## config.mk

```make
export PLATFORM = sky130hd
export DESIGN_NAME = ram_sdp_clear
export DESIGN_NICKNAME = d
export VERILOG_FILES = /design/src/rtl/ram_sdp_clear_pkg.sv /design/src/rtl/ram_clear_seq.sv /design/src/rtl/ram_sdp_clear.sv
export SDC_FILE = /design/constraint.sdc
export NUM_CORES = 1
export LEC_CHECK = 0
export ABC_AREA = 1
export CORE_UTILIZATION = 30
export CTS_BUF_LIST = sky130_fd_sc_hd__clkbuf_4 sky130_fd_sc_hd__clkbuf_8 sky130_fd_sc_hd__clkbuf_16
export DETAILED_ROUTE_END_ITERATION = 10
export GPL_ROUTABILITY_DRIVEN = 0
export PLACE_DENSITY_LB_ADDON = 0.25
export SYNTH_ARGS = -nofsm -noshare
export SYNTH_HDL_FRONTEND = slang
export SYNTH_SLANG_ARGS = --single-unit
export TNS_END_PERCENT = 30
```

## constraint.sdc

```tcl
create_clock -name clk_i -period 1.3 [get_ports clk_i]
set_input_delay 0.26 -clock clk_i [delete_from_list [all_inputs] [get_ports clk_i]]
set_output_delay 0.26 -clock clk_i [all_outputs]
set_load 0.02 [all_outputs]
```

## src/rtl/ram_sdp_clear_pkg.sv

```systemverilog
// Shared encodings for the clearing simple-dual-port RAM.
// Holds the read-mode and collision-policy selectors and the clear-sequencer states.
package ram_sdp_clear_pkg;

  localparam int RD_ASYNC = 0;
  localparam int RD_SYNC  = 1;

  localparam int RDW_OLD  = 0;
  localparam int RDW_NEW  = 1;

  typedef enum logic {
    ST_IDLE  = 1'b0,
    ST_CLEAR = 1'b1
  } clr_state_e;

endpackage

```

## src/rtl/ram_clear_seq.sv

```systemverilog
// Post-reset clear sequencer: walks every address once, writing zero, and holds busy
// until the last location has been written.
module ram_clear_seq
  import ram_sdp_clear_pkg::*;
#(
  parameter int DEPTH          = 8,
  parameter int CLEAR_ON_RESET = 1,
  parameter int AW             = $clog2(DEPTH)
) (
  input  logic          clk_i,
  input  logic          rst_i,
  output logic          busy_o,
  output logic          clr_we_o,
  output logic [AW-1:0] clr_addr_o
);

  localparam logic [AW-1:0] LAST_ADDR = AW'(DEPTH - 1);

  clr_state_e    state_q;
  logic          busy_q;
  logic          clr_we_q;
  logic [AW-1:0] clr_addr_q;

  // Busy drops on the same edge that retires the final clear write, so it is high
  // for exactly DEPTH cycles after reset falls.
  always_ff @(posedge clk_i) begin
    if (rst_i) begin
      state_q    <= (CLEAR_ON_RESET != 0) ? ST_CLEAR : ST_IDLE;
      clr_we_q   <= (CLEAR_ON_RESET != 0);
      clr_addr_q <= '0;
      busy_q     <= 1'b1;
    end else begin
      case (state_q)
        ST_CLEAR: begin
          if (clr_addr_q == LAST_ADDR) begin
            state_q    <= ST_IDLE;
            clr_we_q   <= 1'b0;
            clr_addr_q <= '0;
            busy_q     <= 1'b0;
          end else begin
            clr_addr_q <= clr_addr_q + 1'b1;
          end
        end
        default: begin
          clr_we_q <= 1'b0;
          busy_q   <= 1'b0;
        end
      endcase
    end
  end

  assign busy_o     = busy_q;
  assign clr_we_o   = clr_we_q;
  assign clr_addr_o = clr_addr_q;

endmodule

```

## src/rtl/ram_sdp_clear.sv

```systemverilog
// Simple-dual-port RAM with selectable read latency, configurable read-during-write
// policy and a built-in post-reset clear.
module ram_sdp_clear
  import ram_sdp_clear_pkg::*;
#(
  parameter int  WIDTH          = 2,
  parameter int  DEPTH          = 8,
  parameter int  READ_MODE      = RD_ASYNC,
  parameter int  RDW_MODE       = RDW_OLD,
  parameter int  CLEAR_ON_RESET = 1,
  localparam int AW             = $clog2(DEPTH)
) (
  input  logic             clk_i,
  input  logic             rst_i,
  input  logic             we_i,
  input  logic [AW-1:0]    waddr_i,
  input  logic [WIDTH-1:0] wdata_i,
  input  logic             re_i,
  input  logic [AW-1:0]    raddr_i,
  output logic [WIDTH-1:0] rdata_o,
  output logic             rvalid_o,
  output logic             busy_o
);

  localparam logic [AW:0] DEPTH_W = (AW + 1)'(DEPTH);

  logic [WIDTH-1:0] mem_q [DEPTH];

  logic             busy;
  logic             clr_we;
  logic [AW-1:0]    clr_addr;

  logic             waddr_ok;
  logic             raddr_ok;
  logic             user_we;
  logic             mem_we_d;
  logic [AW-1:0]    mem_waddr_d;
  logic [WIDTH-1:0] mem_wdata_d;
  logic [WIDTH-1:0] mem_rd;

  ram_clear_seq #(
    .DEPTH          (DEPTH),
    .CLEAR_ON_RESET (CLEAR_ON_RESET),
    .AW             (AW)
  ) u_clear_seq (
    .clk_i      (clk_i),
    .rst_i      (rst_i),
    .busy_o     (busy),
    .clr_we_o   (clr_we),
    .clr_addr_o (clr_addr)
  );

  assign waddr_ok = ({1'b0, waddr_i} < DEPTH_W);
  assign raddr_ok = ({1'b0, raddr_i} < DEPTH_W);

  // Rst is included so a request on the very edge that starts a reset is not taken
  // before busy has had a chance to rise.
  assign user_we  = we_i & ~busy & ~rst_i & waddr_ok;

  always_comb begin
    mem_we_d    = 1'b0;
    mem_waddr_d = waddr_i;
    mem_wdata_d = wdata_i;
    if (clr_we) begin
      mem_we_d    = 1'b1;
      mem_waddr_d = clr_addr;
      mem_wdata_d = '0;
    end else if (user_we) begin
      mem_we_d    = 1'b1;
    end
  end

  always_ff @(posedge clk_i) begin
    if (mem_we_d) begin
      mem_q[mem_waddr_d] <= mem_wdata_d;
    end
  end

  assign mem_rd = raddr_ok ? mem_q[raddr_i] : '0;

  generate
    if (READ_MODE == RD_SYNC) begin : g_sync_read
      logic [WIDTH-1:0] rdata_q;
      logic [WIDTH-1:0] rdata_d;
      logic             rvalid_q;

      // The array read happens before the write lands, so the old-data policy falls
      // out naturally; the new-data policy forwards the incoming write word.
      always_comb begin
        rdata_d = mem_rd;
        if ((RDW_MODE == RDW_NEW) && user_we && re_i && (waddr_i == raddr_i)) begin
          rdata_d = wdata_i;
        end
      end

      always_ff @(posedge clk_i) begin
        if (rst_i) begin
          rdata_q  <= '0;
          rvalid_q <= 1'b0;
        end else if (re_i && !busy) begin
          rdata_q  <= rdata_d;
          rvalid_q <= 1'b1;
        end else begin
          rvalid_q <= 1'b0;
        end
      end

      assign rdata_o  = rdata_q;
      assign rvalid_o = rvalid_q;
    end else begin : g_async_read
      assign rdata_o  = mem_rd;
      assign rvalid_o = re_i & ~busy;
    end
  endgenerate

  assign busy_o = busy;

endmodule

```

==> out/metrics.yaml <==
min_path:
  hold_class: "reg -> reg"
  hold_end: "u_clear_seq.clr_addr_o[1]$_SDFFE_PP0P_"
  holdPathStages: 2
  hold_start: "u_clear_seq.clr_addr_o[1]$_SDFFE_PP0P_"
final_layout:
  n_antenna_cell: 0
  finalNetCount: 164
  final_util_pct: 40.8
  fillCellCount: 364
  areaGrowthSynthToFinish_pct: 30.2
  layout_common_cells: "35 x nand2_1, 27 x inv_1, 16 x edfxtp_1"
  final_common_cell: "nand2_1"
  fin_cells: 195
  layout-drive-gt1-share_pct: 21.5
route:
  vias_per_cell: 4.11
  drt_first_iter_violations: 43
  via_count: 801
  drc_errors: 0
  firstDrtPassIters: 4
  wl_um: 1670
  wl_per_cell_um: 8.58
  drtAntennaViolNets: 0
power_and_ir_drop:
  power_density_nw_per_um2: 947
  p_leak_uw: 0.000660
  ir_drop_mv: 0.576
  total_power_uw: 1290
critical_path:
  cp_data_arrival_time_ps: 1150
  reg2reg_to: "mem_q[0][1]$_DFFE_PP_"
  timing_worst_setup_path_type: "reg -> out"
  worstSetupEndpointType: "output pin"
  cp.required_ps: 1040
  worstSetupStartpointType: "register"
  r2r_setup_slack_ps: 50
  cp_max_fo: 1
  regToRegStartpoint: "u_clear_seq.busy_o$_SDFFE_PP1P_"
  ff2ff_path_depth: 4
die:
  ios: 16
  fp-row-count: 21
  core-area_um2: 3340
  die_w_um: 61.0
  dieArea_um2: 3720
  fp.dieH_um: 61.0
  initial_utilization_pct: 31.3
timing:
  setup_slack_ps: -109
  setup_viol: 2
  finalHoldViolCount: 0
  period_needed_ps: 1410
  worst_pin_slew_ps: 235
  fmax_mhz: 710
  period_share_pct: 108
  report.final.slew_viol_count: 0
  finClkSkew_ps: 1.22
  slew-limit-headroom_pct: 84.3
  rsz0062_at_grt: "true"
place:
  port_buffers: 15
  placed_cells: 191
  dp_hpwl_um: 1360
  place_ws_ps: -736
grt:
  antenna_found_initial: 0
  grt.busiest_layer: "met2"
  grt_pass1_wl_um: 2730
  met3_usage_pct: 1.89
  use_met2_pct: 17.9
  grt_max_degree: 13
  grt_remaining_overflow: 0
  grt_usage_pct: 10.2
  grt.met1_usage_pct: 11.8
  grt_pass1_vias: 668
outcome:
  violations: "negative setup slack"
  status: "finished with violations"
logic_synthesis:
  yosysUniqueCellTypes: 18
  syn_avg_cell_area_um2: 8.36
  syn-num-nets: 139
  synthesis.area_um2: 1040
  ys_ff_latch: 21
  yosysSeqAreaShare_pct: 55.6
  synth_warnings: 0
  synth_cells: 125
cts:
  cts_buffers: 3
  clk_pin_slew_ps: 110
  postCtsSetupBuffers: 0
  cts_buffer_depth: 2
  cts_sinks: 21
  htreeDepth: 1
  cts_tree: "done"
  clock_latency_ps: 290
  root_buffer: "clkbuf_4"
run:
  drv_cap: 0
-- worst max-delay path, stage by stage, from the launching register on --
cell and delay [ps]:
edfxtp_1 380, inv_1 60, nand2_1 60, nand3_1 80, nand2_1 50, nand2_1 50, nand2_1 50, buf_6 130
-- metrics by stage --
| stage | TNS, ps | cell area [um2] | hold slack, ps |
|---|---|---|---|
| after CTS | -240 | 1330 | 495 |
| after global routing | -643 | 1360 | 527 |
| final | -215 | 1360 | 492 |
| after global placement | -4650 | 1300 | 472 |
| after floorplan | 0 | 1050 | 401 |
| after detailed placement | -4980 | 1300 | 482 |
-- sequential cells by signal, indices dropped and copies added (netlist names) --
register / count
mem_q: 16
u_clear_seq.clr_addr_o: 3
u_clear_seq.busy_o: 1
u_clear_seq.state_q: 1
-- area by class of cell --
| cell class | count | area (um2) | area share, % |
|---|---|---|---|
| clock inverters | 1 | 5.00 | 0.368 |
| inverters | 30 | 115 | 8.46 |
| repair buffers | 22 | 214 | 15.7 |
| multi-input cells | 72 | 362 | 26.6 |
| well taps | 46 | 57.6 | 4.23 |
| flip-flops and latches | 21 | 584 | 43.0 |
| clock buffers | 3 | 22.5 | 1.66 |
-- synthesized netlist by cell type --
| cell type | n | area (um2) |
|---|---|---|
| nand2_1 | 36 | 135 |
| inv_1 | 27 | 101 |
| edfxtp_1 | 16 | 480 |
| nor2_1 | 13 | 48.8 |
| nand3_1 | 8 | 40.0 |
| dfxtp_1 | 5 | 100 |
| nand2_2 | 3 | 18.8 |
| o21ai_0 | 3 | 15.0 |
| a21oi_1 | 2 | 10.0 |
| ha_1 | 2 | 25.0 |
| inv_2 | 2 | 7.51 |
| o21ai_1 | 2 | 10.0 |
| buf_4 | 1 | 7.51 |
| buf_6 | 1 | 11.3 |
| inv_4 | 1 | 6.26 |
| o211ai_2 | 1 | 12.5 |
| o21ai_2 | 1 | 8.76 |
| or2_1 | 1 | 6.26 |
-- cell families after synthesis --
group | Yosys count | synth area share (%)
DFF | 21 | 55.6
and+or+nand+nor | 61 | 23.8
adders and majority gates | 2 | 2.39
buffers and inverters | 32 | 12.8
AOI/OAI and AO/OA | 9 | 5.39
-- metal layers --
layer  share of wire [%]  wire, um  vias to the layer above
li1                    -         -                      433
met1                  45       752                      352
met2                  51       851                       14
met3                 3.0        50                        2
met4                 1.1        19                        0
met5                   0         0                        -
-- worst max-delay path by stage --
stage / start / to / slack [ps]
3_3_place_gp: raddr_i[0] / rdata_o[1] / -720
5_1_grt: mem_q[2][1]$_DFFE_PP_ / rdata_o[1] / -220
6_report: mem_q[2][1]$_DFFE_PP_ / rdata_o[1] / -110
4_1_cts: mem_q[4][1]$_DFFE_PP_ / rdata_o[1] / -120
3_5_place_dp: raddr_i[0] / rdata_o[1] / -740
2_1_floorplan: u_clear_seq.busy_o$_SDFFE_PP1P_ / mem_q[2][0]$_DFFE_PP_ / 80
-- what timing repair did --
| action | in CTS | in global routing |
|---|---|---|
| resized for setup | 21 | 11 |
| setup endpoints to repair | 4 | 18 |
| hold buffers | 0 | 0 |
| pin swaps | 3 | 3 |
-- report_power, final --
| group | leakage, uW | switching [uW] | internal, uW | total [uW] |
|---|---|---|---|---|
| Clock | 0.0000177 | 181 | 114 | 295 |
| Combinational | 0.000450 | 124 | 102 | 226 |
| Sequential | 0.000193 | 13.2 | 753 | 766 |
| Total | 0.000660 | 318 | 970 | 1290 |
Note: power is estimated with default switching activity, not from simulation.
